**src/rtl/mem_arb_pkg.sv**
```systemverilog
// Shared types and sizes for the two-requester burst ROM arbiter.
package mem_arb_pkg;

  localparam int ADDR_W = 8;
  localparam int DATA_W = 16;
  localparam int LEN_W  = 4;

  typedef enum logic [1:0] {
    IDLE  = 2'd0,
    BURST = 2'd1,
    DRAIN = 2'd2
  } arb_state_e;

endpackage

```
**src/rtl/mem_arb_rr.sv**
```systemverilog
// Two-way round-robin picker. On a tie the requester that did not win the
// previous grant is chosen. The pointer comes out of reset as "requester 1
// won last", so requester 0 takes the first tie.
module mem_arb_rr (
  input  logic clk,
  input  logic rst_n,
  input  logic req0,
  input  logic req1,
  input  logic accept,
  output logic pick
);

  logic last_r;

  // Winner selection: alternate on ties, otherwise the lone requester.
  always_comb begin
    pick = 1'b0;
    if (req0 && req1) begin
      pick = ~last_r;
    end else if (req1) begin
      pick = 1'b1;
    end else begin
      pick = 1'b0;
    end
  end

  // Last-grant pointer, advanced only when the arbiter accepts a burst.
  always_ff @(posedge clk) begin
    if (!rst_n) begin
      last_r <= 1'b1;
    end else if (accept) begin
      last_r <= pick;
    end else begin
      last_r <= last_r;
    end
  end

endmodule

```
**src/rtl/mem_arbiter.sv**
```systemverilog
// Two-requester burst arbiter in front of a pipelined ROM.
// A granted burst issues len+1 consecutive ROM reads, then waits in DRAIN
// until the last word has come back. Return data is steered to its owner by
// a READ_LAT-deep valid/owner/last pipeline.
// Optional build macro MEM_ARB_OUTREG_EN: adds one register stage on
// rdata/rvalid/rlast and lengthens DRAIN by one cycle to match.
module mem_arbiter
  import mem_arb_pkg::*;
#(
  parameter int READ_LAT = 2
) (
  input  logic              clka,
  input  logic              rsta_n,
  input  logic              req0,
  input  logic [ADDR_W-1:0] addr0,
  input  logic [LEN_W-1:0]  len0,
  output logic              gnt0,
  output logic              rvalid0,
  output logic              rlast0,
  input  logic              req1,
  input  logic [ADDR_W-1:0] addr1,
  input  logic [LEN_W-1:0]  len1,
  output logic              gnt1,
  output logic              rvalid1,
  output logic              rlast1,
  output logic [DATA_W-1:0] rdata,
  output logic              ena,
  output logic [ADDR_W-1:0] addra,
  input  logic [DATA_W-1:0] douta
);

`ifdef MEM_ARB_OUTREG_EN
  localparam int DRAIN_CYC = READ_LAT + 1;
`else
  localparam int DRAIN_CYC = READ_LAT;
`endif

  arb_state_e        state_r;
  logic              gnt0_r, gnt1_r, ena_r, owner_r;
  logic [ADDR_W-1:0] addra_r;
  logic [LEN_W-1:0]  len_r, idx_r;
  logic [2:0]        drain_r;
  logic              accept_s, pick_s;

  logic [READ_LAT-1:0] vld_sr_r, own_sr_r, last_sr_r;
  logic                tail_v_s, tail_o_s, tail_l_s;

  assign accept_s = (state_r == IDLE) && (req0 || req1);

  mem_arb_rr u_rr (
    .clk    (clka),
    .rst_n  (rsta_n),
    .req0   (req0),
    .req1   (req1),
    .accept (accept_s),
    .pick   (pick_s)
  );

  // Burst FSM: grant from IDLE, walk the address in BURST, wait out the ROM in DRAIN.
  always_ff @(posedge clka) begin
    if (!rsta_n) begin
      state_r <= IDLE;
      gnt0_r  <= 1'b0;
      gnt1_r  <= 1'b0;
      ena_r   <= 1'b0;
      owner_r <= 1'b0;
      addra_r <= {ADDR_W{1'b0}};
      len_r   <= {LEN_W{1'b0}};
      idx_r   <= {LEN_W{1'b0}};
      drain_r <= 3'd0;
    end else begin
      gnt0_r <= 1'b0;
      gnt1_r <= 1'b0;
      case (state_r)
        IDLE: begin
          if (accept_s) begin
            state_r <= BURST;
            owner_r <= pick_s;
            gnt0_r  <= ~pick_s;
            gnt1_r  <= pick_s;
            addra_r <= pick_s ? addr1 : addr0;
            len_r   <= pick_s ? len1 : len0;
            idx_r   <= {LEN_W{1'b0}};
            ena_r   <= 1'b1;
          end else begin
            ena_r   <= 1'b0;
          end
        end
        BURST: begin
          if (idx_r == len_r) begin
            // Last read issued; addra keeps this final address while idle.
            ena_r   <= 1'b0;
            state_r <= DRAIN;
            drain_r <= 3'(DRAIN_CYC - 1);
          end else begin
            idx_r   <= idx_r + LEN_W'(1);
            addra_r <= addra_r + ADDR_W'(1);
          end
        end
        DRAIN: begin
          ena_r <= 1'b0;
          if (drain_r == 3'd0) begin
            state_r <= IDLE;
          end else begin
            drain_r <= drain_r - 3'd1;
          end
        end
        default: begin
          state_r <= IDLE;
          ena_r   <= 1'b0;
        end
      endcase
    end
  end

  // Read-return tag pipeline: one entry per ROM cycle, aligned to douta.
  always_ff @(posedge clka) begin
    if (!rsta_n) begin
      vld_sr_r  <= {READ_LAT{1'b0}};
      own_sr_r  <= {READ_LAT{1'b0}};
      last_sr_r <= {READ_LAT{1'b0}};
    end else begin
      vld_sr_r[0]  <= (state_r == BURST);
      own_sr_r[0]  <= owner_r;
      last_sr_r[0] <= (idx_r == len_r);
      for (int i = 1; i < READ_LAT; i++) begin
        vld_sr_r[i]  <= vld_sr_r[i-1];
        own_sr_r[i]  <= own_sr_r[i-1];
        last_sr_r[i] <= last_sr_r[i-1];
      end
    end
  end

  assign tail_v_s = vld_sr_r[READ_LAT-1];
  assign tail_o_s = own_sr_r[READ_LAT-1];
  assign tail_l_s = last_sr_r[READ_LAT-1];

`ifdef MEM_ARB_OUTREG_EN
  logic              rvalid0_r, rvalid1_r, rlast0_r, rlast1_r;
  logic [DATA_W-1:0] rdata_r;

  // Extra output stage: capture the steered word one cycle after douta.
  always_ff @(posedge clka) begin
    if (!rsta_n) begin
      rvalid0_r <= 1'b0;
      rvalid1_r <= 1'b0;
      rlast0_r  <= 1'b0;
      rlast1_r  <= 1'b0;
      rdata_r   <= {DATA_W{1'b0}};
    end else begin
      rvalid0_r <= tail_v_s & ~tail_o_s;
      rvalid1_r <= tail_v_s &  tail_o_s;
      rlast0_r  <= tail_v_s & ~tail_o_s & tail_l_s;
      rlast1_r  <= tail_v_s &  tail_o_s & tail_l_s;
      rdata_r   <= tail_v_s ? douta : {DATA_W{1'b0}};
    end
  end

  assign rvalid0 = rvalid0_r;
  assign rvalid1 = rvalid1_r;
  assign rlast0  = rlast0_r;
  assign rlast1  = rlast1_r;
  assign rdata   = rdata_r;
`else
  logic [DATA_W-1:0] rdata_s;

  // Direct return path: zero the shared bus whenever no word is valid.
  always_comb begin
    rdata_s = {DATA_W{1'b0}};
    if (tail_v_s) begin
      rdata_s = douta;
    end else begin
      rdata_s = {DATA_W{1'b0}};
    end
  end

  assign rvalid0 = tail_v_s & ~tail_o_s;
  assign rvalid1 = tail_v_s &  tail_o_s;
  assign rlast0  = tail_v_s & ~tail_o_s & tail_l_s;
  assign rlast1  = tail_v_s &  tail_o_s & tail_l_s;
  assign rdata   = rdata_s;
`endif

  assign gnt0  = gnt0_r;
  assign gnt1  = gnt1_r;
  assign ena   = ena_r;
  assign addra = addra_r;

endmodule
```
**config.mk**
```make
export PLATFORM = sky130hd
export DESIGN_NAME = mem_arbiter
export DESIGN_NICKNAME = d
export VERILOG_FILES = /design/src/rtl/mem_arb_pkg.sv /design/src/rtl/mem_arb_rr.sv /design/src/rtl/mem_arbiter.sv
export SDC_FILE = /design/constraint.sdc
export NUM_CORES = 1
export LEC_CHECK = 0
export CORE_MARGIN = 5
export CORE_UTILIZATION = 42
export DETAILED_ROUTE_END_ITERATION = 10
export GPL_TIMING_DRIVEN = 1
export PLACE_DENSITY_LB_ADDON = 0.15
export SETUP_SLACK_MARGIN = 0.2
export SLEW_MARGIN = 15
export SYNTH_ARGS = -nofsm -noshare
export SYNTH_HDL_FRONTEND = slang
export SYNTH_HIERARCHICAL = 1
export SYNTH_SLANG_ARGS = --single-unit
```
**constraint.sdc**
```tcl
create_clock -name clka -period 1.9 [get_ports clka]
set_clock_uncertainty 0.2 [all_clocks]
set_input_delay 0.285 -clock clka [delete_from_list [all_inputs] [get_ports clka]]
set_output_delay 0.285 -clock clka [all_outputs]
set_load 0.05 [all_outputs]
```
==> run metrics, run 1 <==
ys flop type dfxtp_1; clock-pin slew on the worst setup and hold paths 0.07 ns; Detail Route Antenna Nets 0; commonest cells in the synthesized netlist dfxtp_1 (32), and2_1 (21), nand2_1 (16); Worst Reg2Reg Path Length in Cells 5; Layout area overhead 70.6%; Crit Path Class flop to flop; status complete, no violations; kind of start point of the critical path flop; number of port buffers 74; Synth async-reset ratio 0; drc violations 0; Critical Path Start idx_r[1]; CTS Buf Count 5; Adder-Cell Fraction of Synth Area 0.0285; dpl ws -0.164 ns; n_diodes 0; area share of the largest cell type after synthesis 0.365; top cells by area, synth dfxtp_1 (36%), and2_1 (7.5%), mux2i_1 (7.4%), o21ai_0 (4.0%), nand2_1 (3.4%); Cell Pwr Density 844 mW/mm²; Peak VDD IR 0.644 mV; worst skew pair latency ~0.28 ns; Synth area leader dfxtp_1; crit-path leading delay family compound AO/OA/AOI/OAI gates; Leak Pwr approximately 0.0012 µW; Routed wire per std cell roughly 15 µm; first-pass GRT wire length slightly below 8 mm; I/O pin total 75; TNS Setup 0 ns; initial drt markers between 40 and 50; H-tree Lvls 2; simple-gate share of the synthesized area 0.239; Chip Width about 75 µm; post-layout min period approximately 1.7 ns; EDFF count, synth 0; worst slew pin tran approximately 0.39 ns; clk buf depth 2; max-cap violations 0; Max Transition Viols Final 0; cell breakdown of the critical path xnor2_2 > a41oi_4 > buf_4 > a41oi_1 > o31ai_1; Placeable Area between 0.004 and 0.005 mm²; Yosys cell types 51; vias in the first global route about 1700; Setup WS post-layout approximately 0.22 ns; largest net degree at the start of global routing 24; reg2reg setup slack ~0.22 ns; vias 1793; Synth Instances 199; RR Startpoint idx_r[1]; RR Endpoint idx_r[2]; CP endpoint kind flop; synth warn 6; post-synthesis sequential area ratio 0.365; Compound-Gate Fraction of Synth Area 0.198; Mapped Avg Cell Area about 9 µm²; CP required between 1.5 and 2 ns; CTS tree built; f_max between 0.5 and 0.6 GHz; Finished Core Util 0.743; GRT overflow 0; largest family of logic cells by synthesized area simple AND/OR/NAND/NOR gates; worst hold path type flop to flop; Hold Path Cell Cnt 1; Levels on crit path 5; Worst Setup EP idx_r[2]; CP bufs+invs 1; Final HPWL DP between 3 and 4 mm; WP data arrival about 1.7 ns; critical path's largest stage delay between 0.3 and 0.4 ns; Final Hold Viols 0; drt via density ~5.4; Cell Area, Synth between 0.0015 and 0.002 mm²; total track usage 0.182; Num Clock Sinks 32; Syn Nets around 250; WL final 4.99 mm; layout cells sized above 1 0.296; Seq cells post-synth 32; drt pass-1 iters 4; initial core utilization 0.436; mux share of post-synthesis cell area 0.0805; CP max FO 8; Core Rows 23; slowest library cell on the worst path dfxtp_2; Post-CTS Hold Fix Bufs 0; height of the die between 70 and 80 µm; RSZ-0062 raised after global routing true; antenna violations before repair 0; xor/xnor share of the synthesized area 0.0200; Slew HR 0.739; die area between 0.005 and 0.006 mm²; GPL Wtd Cong between 0.8 and 0.9; Final nets 331; final number of setup-violating endpoints 0; crit share post-route 0.885; Root Buffer clkbuf_8; cell with the most instances after synthesis dfxtp_1
==> final cells by class <==
cell class,instances,area (µm²)
Clock buffer,6,93.8
Clock inverter,2,12.5
Tap cell,50,62.6
Timing Repair Buffer,89,1040
Inverter,9,38.8
Fill cell,286,1030
Sequential cell,32,659
Multi-Input combinational cell,146,1090
==> registers in the layout, indices dropped and copies added, names as in the netlist <==
signal / flops
vld_sr_r: 2
state_r: 2
len_r: 4
ena: 1
last_sr_r: 2
drain_r: 3
own_sr_r: 2
owner_r: 1
idx_r: 4
u_rr/last_r: 1
gnt0: 1
addra: 8
gnt1: 1
==> layout by cell type, fill, tap and decap left out, types with 2 or more instances in the layout <==
| cell | synthesis | final |
|---|---|---|
| or4_1 | 3 | 3 |
| or3_2 | 2 | 2 |
| nand3_1 | 3 | 3 |
| nor3_1 | 2 | 2 |
| ha_1 | 4 | 3 |
| o211ai_1 | 2 | 2 |
| dfxtp_1 | 32 | 23 |
| dlygate4sd2_1 | 0 | 2 |
| xnor2_2 | 0 | 3 |
| a21oi_1 | 6 | 6 |
| a211oi_1 | 5 | 4 |
| dfxtp_4 | 0 | 3 |
| a32o_1 | 4 | 4 |
| dfxtp_2 | 0 | 6 |
| buf_4 | 2 | 24 |
| clkdlybuf4s50_1 | 0 | 41 |
| nor2_1 | 10 | 10 |
| buf_12 | 0 | 21 |
| nand4_1 | 4 | 4 |
| o21ai_0 | 14 | 14 |
| inv_1 | 8 | 8 |
| nor2b_1 | 4 | 3 |
| and3_1 | 2 | 2 |
| clkbuf_8 | 0 | 5 |
| nand2_1 | 16 | 16 |
| nand3b_1 | 2 | 2 |
| and2_1 | 21 | 21 |
| mux2i_1 | 13 | 12 |
==> report_power, final <==
group | switching (µW) | internal (µW)
clock | 256 | 335
combinational | 564 | 478
sequential | 117 | 780
==> worst min path at each step <==
stage | startpoint | to | slack [ns]
3_5_place_dp | last_sr_r[0] | last_sr_r[1] | 0.22
3_3_place_gp | vld_sr_r[0] | vld_sr_r[1] | 0.21
6_report | last_sr_r[0] | last_sr_r[1] | 0.24
2_1_floorplan | last_sr_r[0] | last_sr_r[1] | 0.21
5_1_grt | last_sr_r[0] | last_sr_r[1] | 0.24
4_1_cts | last_sr_r[0] | last_sr_r[1] | 0.24
==> cells by family after synthesis <==
group,count (synthesis)
simple gates,75
compound gates,49
flops,32
buf+inv,21
mux,14
xor+xnor,4
fa+ha+maj,4
==> timing repair <==
item / in CTS / in global routing
resized for setup: 15 / 8
pin swaps: 1 / 4
buffers inserted: 0 / 3
endpoints found under the setup margin: 39 / 14
==> through the flow <==
step / hold WS, ns / instances / instance area (µm²) / total power (µW)
5_1_grt: 0.242 / 334 / 3000 / 2660
6_report: 0.236 / 334 / 3000 / 2530
3_5_place_dp: 0.221 / 323 / 2770 / 1850
2_1_floorplan: 0.212 / 199 / 1770 / 1500
3_3_place_gp: 0.214 / 323 / 2770 / 1830
4_1_cts: 0.238 / 331 / 2940 / 2490
==> routing by layer <==
layer | part of all wire | track usage
met5 | 0 | 0
met4 | 0.012 | 0.0494
met3 | 0.099 | 0.0481
met2 | 0.47 | 0.313
met1 | 0.42 | 0.226
No activity file was read; power rests on OpenSTA's default activity.
==> run 2: changes to the inputs <==
- CORE_UTILIZATION: 42 -> 26
- RECOVER_POWER: not set -> 50
==> run 2 against run 1 <==
Effect of this change:
- utilization decreased by 29 points
- cell count increased by 9.9%
- global-route usage decreased by 6.7 points
- sequential share of layout area decreased by 0.093 points
- wire length decreased by 3.2%
- register-to-register slack got worse by 0.03 ns
- fmax decreased by 1.8%
- power decreased by 3.0%
- clock-buffer cell count unchanged
- worst hold slack got worse by 0.0035 ns
- via count decreased by 2.1%
- sequential cell count unchanged
- critical path type unchanged
- largest cell class unchanged
==> run metrics, run 2 (synthesized netlist as in run 1, its figures left out) <==
most frequent cells in the layout clkdlybuf4s50_1 (40), dfxtp_1 (23), buf_12 (21), and2_1 (17), nand2_1 (16); Final HPWL DP 3.73 mm (-0.19%); GRT overflow 0 (unchanged); max-cap violations 0 (unchanged); power consumption 2450 µW (-3.0%); CP max FO 6 (-2); Critical Path Start state_r[1]; drc violations 0 (unchanged); clk buf depth 2 (unchanged); status complete, no violations; WL final 4.83 mm (-3.2%); most common cell after layout, fill and taps aside clkdlybuf4s50_1; RR Startpoint state_r[1]; number of port buffers 74 (unchanged); WP data arrival 1.74 ns (+0.09 ns); vias 1756 (-2.1%); GPL Wtd Cong 0.737 (-13%); initial core utilization 0.263 (-0.173); worst hold path type flop to flop; total track usage 0.115 (-0.0669); Hold Path Origin last_sr_r[0]; first-pass GRT wire length 8.00 mm (+0.70%); Final nets 334 (+0.91%); Layout area overhead 70.7% (about the same); initial drt markers 53 (+18%); worst skew pair latency 0.29 ns (about the same); I/O pin total 75 (unchanged); final number of setup-violating endpoints 0 (unchanged); CTS Buf Count 5 (unchanged); Num Clock Sinks 32 (unchanged); RSZ-0062 raised after global routing true; f_max 0.584 GHz (-1.8%); Post-CTS Hold Fix Bufs 0 (unchanged); clock-pin slew on the worst setup and hold paths 0.06 ns (about the same); Crit Path Class flop to flop; largest net degree at the start of global routing 23 (-4.2%); TNS Setup 0 ns (unchanged); Placeable Area 0.00668 mm² (+66%); CP required 1.93 ns (+0.06 ns); Final Hold Viols 0 (unchanged); Peak VDD IR 0.481 mV (-25%); drt pass-1 iters 4 (unchanged); Worst Reg2Reg Path Length in Cells 4 (-1); post-layout min period 1.71 ns (+0.0313 ns); vias in the first global route 1715 (+2.0%); Root Buffer clkbuf_8; Leak Pwr 0.00116 µW (-3.2%); worst slew pin tran 0.630 ns (+0.243 ns); Largest register FFs 8 (unchanged); CTS tree built; drt via density 4.78 (-11%); Routed wire per std cell 13.2 µm (-12%); Max Transition Viols Final 0 (unchanged); layout cells sized above 1 0.251 (-0.0449); H-tree Lvls 2 (unchanged); crit share post-route 0.902 (+0.0165); CP endpoint kind flop; Slew HR 0.582 (-0.157); kind of start point of the critical path flop; die area 0.00850 mm² (+52%); Hold Path Cell Cnt 1 (unchanged); Detail Route Antenna Nets 0 (unchanged); height of the die 92.2 µm (+23%); Core Rows 30 (+30%); Chip Width 92.2 µm (+23%); antenna violations before repair 0 (unchanged); Cell Pwr Density 818 mW/mm² (-3.1%); n_diodes 0 (unchanged)
## run 2: stage by stage
stage           util  hold slack [ns]  area (µm²)  setup slack [ns]  std cells
2_1_floorplan      -            0.212        1770             0.206        199
3_3_place_gp   0.423            0.215        2830            -0.208        356
3_5_place_dp   0.423            0.221        2830            -0.251        356
4_1_cts        0.450            0.237        3010             0.200        364
5_1_grt        0.449            0.261        3000             0.104        367
6_report       0.449            0.232        3000             0.187        367
## run 2: power by group
group          total, µW  internal (µW)  switching (µW)
Clock                539            289             251
Combinational       1030            448             578
Sequential           888            780             107
## run 2: repair_timing
action                                  4_1_cts  5_1_grt
setup buffers                                 0        3
gates resized for setup                      20       10
pin swaps                                     1        5
endpoints found under the setup margin       36       10
## run 2: worst paths after layout
| path | endpoint | slack, ns |
|---|---|---|
| max | addra[2] | 0.19 |
| min | last_sr_r[1] | 0.23 |
| max reg2reg | addra[2] | 0.19 |
| min reg2reg | last_sr_r[1] | 0.23 |
## run 2: critical path, cell delays in order (launching register included)
cell      delay (ns)
dfxtp_1         0.35
or3_1           0.49
clkbuf_1        0.24
o221ai_1        0.20
o311a_1         0.18
## run 2: metal layers
metal / track usage / vias up / wire length (µm)
met5: 0 / - / 0
met4: 0.0408 / 0 / 69
met3: 0.0386 / 5 / 393
met2: 0.193 / 73 / 2160
met1: 0.137 / 794 / 2200
li1: - / 884 / -
## run 2: final cells by class
class,instances,area [µm²]
Multi-Input combinational cell,146,1090
Sequential cell,32,657
Clock buffer,6,82.6
Inverter,9,46.3
Fill cell,661,3680
Tap cell,80,100
Clock inverter,2,10.0
Timing Repair Buffer,92,1010
